File: src/rtl/bus_arbiter_2way_pkg.sv
// Shared definitions for the bus arbiters: FSM state encodings and default
// watchdog sizing, kept here so a future N-way arbiter can reuse them.
package bus_arbiter_2way_pkg;

    typedef enum logic [1:0] {
        ST_IDLE = 2'd0,
        ST_GNT1 = 2'd1,
        ST_GNT2 = 2'd2
    } arb_state_e;

    localparam int unsigned ARB_TIMEOUT_DEFAULT = 16;
    localparam int unsigned ARB_CNTW_DEFAULT    = 5;

endpackage : bus_arbiter_2way_pkg

File: src/rtl/arb_watchdog.sv
// Transaction watchdog: counts grant cycles and flags the last permitted one.
// TIMEOUT of 0 disables expiry; 2**CNTW must exceed TIMEOUT.
module arb_watchdog
    import bus_arbiter_2way_pkg::*;
#(
    parameter int unsigned TIMEOUT = ARB_TIMEOUT_DEFAULT,
    parameter int unsigned CNTW    = ARB_CNTW_DEFAULT
) (
    input  logic clk,
    input  logic rst,
    input  logic clr,
    input  logic en,
    output logic expired
);

    localparam logic [CNTW-1:0] TC_VAL = CNTW'((TIMEOUT == 0) ? 0 : TIMEOUT - 1);

    logic [CNTW-1:0] cnt_q;
    logic [CNTW-1:0] cnt_d;

    // NOTE: every always_comb output gets a default first so no path leaves it unassigned (no latch).
    always_comb begin
        cnt_d = cnt_q;
        if (clr) begin
            cnt_d = '0;
        end else if (en) begin
            cnt_d = cnt_q + CNTW'(1);
        end
    end

    // NOTE: sequential state is updated with non-blocking assignments only.
    always_ff @(posedge clk or posedge rst) begin
        if (rst) begin
            cnt_q <= '0;
        end else begin
            cnt_q <= cnt_d;
        end
    end

    assign expired = (TIMEOUT != 0) && (cnt_q == TC_VAL);

endmodule : arb_watchdog

File: src/rtl/bus_arbiter_2way.sv
// Two-master round-robin bus arbiter: holds the grant for a whole transaction,
// inserts one idle cycle between transactions and aborts a stuck slave.
module bus_arbiter_2way
    import bus_arbiter_2way_pkg::*;
#(
    parameter int unsigned TIMEOUT = ARB_TIMEOUT_DEFAULT,
    parameter int unsigned CNTW    = ARB_CNTW_DEFAULT
) (
    input  logic clk,
    input  logic rst,
    input  logic req1,
    input  logic req2,
    input  logic slaveDone,
    output logic sel,
    output logic gnt1,
    output logic gnt2,
    output logic slaveReq,
    output logic busy,
    output logic timeoutErr
);

    arb_state_e state_q, state_d;
    logic       sel_q, sel_d;
    logic       last_grant_q, last_grant_d;   // 0: master1 served last, 1: master2
    logic       timeout_err_q, timeout_err_d;
    logic       hold;
    logic       wd_expired;

    arb_watchdog #(
        .TIMEOUT (TIMEOUT),
        .CNTW    (CNTW)
    ) u_watchdog (
        .clk     (clk),
        .rst     (rst),
        .clr     (~hold),
        .en      (hold),
        .expired (wd_expired)
    );

    always_comb begin
        state_d       = state_q;
        sel_d         = sel_q;
        last_grant_d  = last_grant_q;
        timeout_err_d = 1'b0;
        hold          = 1'b0;

        unique case (state_q)
            ST_IDLE: begin
                // On a tie the master that was not served last wins.
                if (req1 && (!req2 || last_grant_q)) begin
                    state_d = ST_GNT1;
                    sel_d   = 1'b0;
                end else if (req2) begin
                    state_d = ST_GNT2;
                    sel_d   = 1'b1;
                end
            end
            ST_GNT1: begin
                if (slaveDone || !req1 || wd_expired) begin
                    state_d       = ST_IDLE;
                    last_grant_d  = 1'b0;
                    timeout_err_d = !slaveDone && req1;
                end else begin
                    hold = 1'b1;
                end
            end
            ST_GNT2: begin
                if (slaveDone || !req2 || wd_expired) begin
                    state_d       = ST_IDLE;
                    last_grant_d  = 1'b1;
                    timeout_err_d = !slaveDone && req2;
                end else begin
                    hold = 1'b1;
                end
            end
            default: begin
                state_d = ST_IDLE;
            end
        endcase
    end

    always_ff @(posedge clk or posedge rst) begin
        if (rst) begin
            state_q       <= ST_IDLE;
            sel_q         <= 1'b0;
            last_grant_q  <= 1'b1;
            timeout_err_q <= 1'b0;
        end else begin
            state_q       <= state_d;
            sel_q         <= sel_d;
            last_grant_q  <= last_grant_d;
            timeout_err_q <= timeout_err_d;
        end
    end

    assign gnt1       = (state_q == ST_GNT1);
    assign gnt2       = (state_q == ST_GNT2);
    assign busy       = (state_q != ST_IDLE);
    assign sel        = sel_q;
    assign timeoutErr = timeout_err_q;
    assign slaveReq   = (gnt1 & req1) | (gnt2 & req2);

endmodule : bus_arbiter_2way

File: config.mk
export PLATFORM = sky130hd
export DESIGN_NAME = bus_arbiter_2way
export DESIGN_NICKNAME = d
export VERILOG_FILES = /design/src/rtl/bus_arbiter_2way_pkg.sv /design/src/rtl/arb_watchdog.sv /design/src/rtl/bus_arbiter_2way.sv
export SDC_FILE = /design/constraint.sdc
export NUM_CORES = 1
export LEC_CHECK = 0
export CORE_ASPECT_RATIO = 0.6
export CORE_MARGIN = 5
export CORE_UTILIZATION = 25
export CTS_CLUSTER_DIAMETER = 30
export DETAILED_ROUTE_END_ITERATION = 10
export GPL_ROUTABILITY_DRIVEN = 0
export HOLD_SLACK_MARGIN = 0.06
export SYNTH_ARGS = -nofsm -noshare
export SYNTH_HDL_FRONTEND = slang
export SYNTH_HIERARCHICAL = 1
export SYNTH_SLANG_ARGS = --single-unit
export TNS_END_PERCENT = 1
File: constraint.sdc
create_clock -name clk -period 2.8 [get_ports clk]
set_input_delay 0.7 -clock clk [delete_from_list [all_inputs] [get_ports clk]]
set_output_delay 0.7 -clock clk [all_outputs]
set_load 0.01 [all_outputs]
Word level (Yosys, flattened, before mapping). Cells that the tools add are included.

Flip-flop bits (word level): 10. Input port bits: 5. Output and inout port bits: 6. Logic and storage cells: 50.

Add/sub/neg operators: 1. Equal/unequal tests: 6. Muxes and demuxes: 17. Bitwise logic cells: 3. Reductions and logical operators: 18.

Operators by type and width (number): 1-bit two-way mux (8); 2-bit two-way mux (4); 1-bit case mux with 2 select lines (3); 2-bit case mux with 3 select lines (1); 3-bit AND reduction (2); 2-bit nonzero test (3); 5-bit by 1-bit adder with 5-bit output, second input constant (1); 5-bit by 4-bit equality test with 1-bit output, second input constant (1); 1-bit logical OR (5); 5-bit two-way mux (1); 2-bit by 1-bit inequality test with 1-bit output, second input constant (2); 1-bit logical AND (3); 1-bit zero test (3); 3-bit inequality test, second input constant (1); 1-bit AND (2); 2-bit by 1-bit equality test with 1-bit output, second input constant (1); 2-bit equality test, second input constant (1); 2-bit zero test (1); 2-bit AND reduction (1); 1-bit OR (1).

Logic depth before layout (Yosys ltp).
Word-level depth: 6. Mapped depth: 8. Depth with buffers taken out: 7.

Hierarchy. Netlist, hierarchy kept.

Modules (own cells, without submodules): bus_arbiter_2way (times used 1, cells each 35, area each 345.3 µm², sequential area each 126.4 µm²); arb_watchdog (times used 1, cells each 24, area each 282.8 µm², sequential area each 125.1 µm²).

Worst setup path after synthesis. Ideal clock, no wire load.

Path kind: register to register. Start: register u_watchdog.cnt_q[0]. End: register u_watchdog.cnt_q[3]. Setup time: 0.125 ns. Arrival time: 1.955 ns. Data required time: 2.675 ns. Path slack: 0.720 ns. Stages on the path, launching flop included: 9. Buffers on the path: 1. Period minus slack after synthesis: 2.080 ns. Cell sequence: dfrtp_1 > ha_1 > and3_1 > ha_1 > nor3_4 > and2_1 > buf_6 > nand4_4 > mux2_4.

Longest elaborated chain between the ends: 5. Elaborated cells between the ends (all ways): 8. Classes of those cells: 1 x add/sub; 1 x eq/ne; 4 x mux; 2 x reduce/logical.

Ends and longest elaborated chain: start, declared (line arb_watchdog.sv:18) `logic [CNTW-1:0] cnt_q;`; start signal, assigned (line arb_watchdog.sv:36) `cnt_q <= cnt_d;`; 5-bit by 4-bit equality test with 1-bit output (*) (line arb_watchdog.sv:40) `assign expired = (TIMEOUT != 0) && (cnt_q == TC_VAL);`; named net wd_expired (line bus_arbiter_2way.sv:27) `logic wd_expired;`; 1-bit logical OR (on tied branches) (line bus_arbiter_2way.sv:68, bus_arbiter_2way.sv:59); 1-bit two-way mux (on tied branches) (line bus_arbiter_2way.sv:68, bus_arbiter_2way.sv:59); 1-bit case mux with 2 select lines (*) (line bus_arbiter_2way.sv:47) `unique case (state_q)`; named net hold (line bus_arbiter_2way.sv:26) `logic hold;`; 5-bit two-way mux (*) (line arb_watchdog.sv:24) `if (clr) begin`.

Mark *: on every way through the listed nets, which the timed path passes. The rest lies on a longest branch. A chain may end at the register's enable or synchronous reset.

Final worst setup path.
Start: input port req2. End: output port slaveReq.

Longest elaborated chain between the ends: 2.

Ends and longest elaborated chain: start, declared (line bus_arbiter_2way.sv:12) `input logic req2,`; 1-bit AND (line bus_arbiter_2way.sv:101) `assign slaveReq = (gnt1 & req1) | (gnt2 & req2);`; 1-bit OR (line bus_arbiter_2way.sv:101); end, declared (line bus_arbiter_2way.sv:17) `output logic slaveReq,`.

No other way between the ends.

==> flow_metrics.py <==
metrics = {
    "global_routing": {
        "grt_usage": 0.0941,
        "antenna_found_initial": 0,
        "grt_max_degree": 7,
        "grt_pass1_vias": 476,
        "grt_overflow": 0,
        "grt_pass1_wl_mm": 2.45,
    },
    "clock_network": {
        "cts_buffers": 3,
        "h-tree-depth": 1,
        "tritoncts": "built",
        "cts_sinks": 10,
        "path_clk_slew_ps": 50,
        "clock_latency_ps": 240,
        "cts_setup_buffers": 0,
        "root_buffer": "clkbuf_8",
        "post_cts_resized": 0,
        "ctsHoldBuffers": 0,
        "cts_buffer_depth": 2,
    },
    "power_and_ir_drop": {
        "pwr_density_cell_mw_per_mm2": 900,
        "switchingPower_mw": 0.271,
        "total_power_mw": 0.751,
        "p_seq_frac": 0.282,
        "combPwrFrac": 0.478,
        "p_leak_nw": 0.400,
        "clockPowerShare": 0.241,
        "p_int_mw": 0.479,
        "ir_drop_mv": 0.207,
        "swShare": 0.361,
    },
    "floorplanning": {
        "coreArea_mm2": 0.00245,
        "initial_core_util": 0.256,
        "dieArea_mm2": 0.00365,
        "die_x_um": 74.7,
        "fp.dieH_um": 48.8,
        "pin_count": 11,
        "fp-row-count": 14,
    },
    "hold_path": {
        "hp-class": "register to register",
        "min_from": "sel",
    },
    "yosys": {
        "synth_top_area_share": 0.359,
        "ys_top_cells_by_count": "9 x dfrtp_1, 9 x inv_1, 6 x ha_1, 6 x nand2_1, 4 x nor2_1",
        "yosysSeqAreaShare": 0.400,
        "synth_top_cell_by_area": "dfrtp_1",
        "synth_area_um2": 628,
        "synth_area_leaders": "dfrtp_1 36%, ha_1 12%, inv_1 5.4%",
        "synth_cells": 59,
        "ys_async_sr_fraction": 1.00,
        "syn_avg_cell_area_um2": 10.6,
        "yosysWarnings": 6,
        "synth_edf_count": 0,
        "synthDistinctLibCells": 27,
        "synthFlopType": "dfrtp_1",
        "ys_ff_latch": 10,
        "synth_nets": 70,
    },
    "setup_path": {
        "path_common_cell": "clkdlybuf4s50_1",
        "cpMaxStageDelayCell": "clkdlybuf4s50_1",
        "critPathLaunch": "req2",
        "end_kind": "output port",
        "r2r-start": "u_watchdog/cnt_q[0]",
        "path_cells": "clkdlybuf4s50_1 -> a22oi_4 -> inv_1 -> clkdlybuf4s50_1",
        "required_ps": 2100,
        "critPathKind": "input port to output port",
        "cp.arrival_ps": 1980,
        "crit_fanout": 5,
        "max_stage_delay_ps": 600,
        "startpoint_type": "input port",
    },
    "sta": {
        "period_minus_slack_ps": 2680,
        "rsz0062_at_grt": "false",
        "tns_ps": 0,
        "fin_skew_ps": 1.02,
        "setup_viol": 0,
        "hold_viol": 0,
        "max_freq_mhz": 373,
        "worst_pin_slew_ps": 272,
        "timing.slew.headroom": 0.818,
        "drv_slew": 0,
        "min_period_over_period": 0.959,
    },
    "cells_and_area": {
        "num-nets-final": 87,
        "insertedDiodeCount": 0,
        "area_delta_synth_final_pct": 32.9,
        "drive_above_1_share": 0.173,
    },
    "routing": {
        "drc_errors": 0,
        "vias_per_cell": 4.50,
        "ant_nets": 0,
        "wl_per_cell_um": 13.6,
        "dr.pass1.iters": 4,
        "drtIter0Drc": 32,
        "wl_mm": 1.45,
        "vias": 481,
    },
    "outcome": {
        "status": "complete, no violations",
    },
    "place": {
        "port_buffers": 10,
        "dp_hpwl_mm": 1.13,
    },
    "flow_run": {
        "maxCapViolations": 0,
    },
}
## flip-flops by register name (all words and copies together), names as in the netlist
name and cells:
last_grant_q 1, sel 1, timeoutErr 1, state_q 2, u_watchdog/cnt_q 5
## layout make-up
class | count | area (µm²)
fillers | 252 | 1620
repair buffers | 13 | 123
clock buffers | 4 | 55.1
inverters | 9 | 33.8
flip-flops and latches | 10 | 251
multi-input cells | 39 | 332
well taps | 32 | 40.0
## kinds of logic after synthesis
group	Yosys count	synth area share
multiplexers	2	0.0398
buffers and inverters	10	0.0717
XOR/XNOR	1	0.0139
AND/OR/NAND/NOR	18	0.179
flip-flops	10	0.400
adder cells (fa/ha/maj)	6	0.120
AO/OA/AOI/OAI	12	0.175
## critical path, delay by kind of cell
family | cells | cell delay, ps
buffers and inverters | 3 | 1210
AOI/OAI and AO/OA | 1 | 80
## metal layers
| metal | up-vias | global-route usage | part of all wire |
|---|---|---|---|
| met1 | 226 | 0.133 | 0.51 |
| met4 | 0 | 0.0533 | 0.0090 |
| li1 | 241 | - | - |
| met2 | 12 | 0.118 | 0.44 |
| met3 | 2 | 0.0370 | 0.046 |
| met5 | - | 0 | 0 |
## cell usage in the layout (no fill, tap or decap), types with 2 or more instances in the layout
master | Yosys | layout
o2bb2ai_1 | 3 | 3
nand2_1 | 6 | 6
buf_4 | 0 | 3
ha_1 | 6 | 6
inv_1 | 9 | 9
o32ai_1 | 2 | 2
dfrtp_1 | 9 | 9
clkdlybuf4s50_1 | 0 | 10
clkbuf_8 | 0 | 4
nor2_1 | 4 | 4
## per-stage QoR
stage                     utilization  cell area, µm²  worst slack (ps)  hold WS, ps  instances
after floorplan                     -             628               720          472         59
after global placement          0.318             779               170          469        103
after detailed placement        0.318             779               121          480        103
after CTS                       0.340             835               106          490        107
after global routing            0.340             835              95.1          509        107
final                           0.340             835               116          490        107
## final timing paths
check | end | cells past startpoint | slack, ps
max | slaveReq | 4 | 120
min | sel | 2 | 490
max reg2reg | u_watchdog/cnt_q[4] | 8 | 610
min reg2reg | sel | 2 | 490
max in group asynchronous | last_grant_q | 2 | 1840
min in group asynchronous | u_watchdog/cnt_q[0] | 2 | 710
## power groups by stage
stage / Clock (mW) / Combinational (mW) / Sequential (mW)
detailed placement: 0 / 0.359 / 0.213
finish: 0.181 / 0.359 / 0.211
global route: 0.195 / 0.395 / 0.216
floorplan: 0 / 0.211 / 0.206
CTS: 0.188 / 0.363 / 0.212
global placement: 0 / 0.352 / 0.212
(Power assumes the default switching activity.)
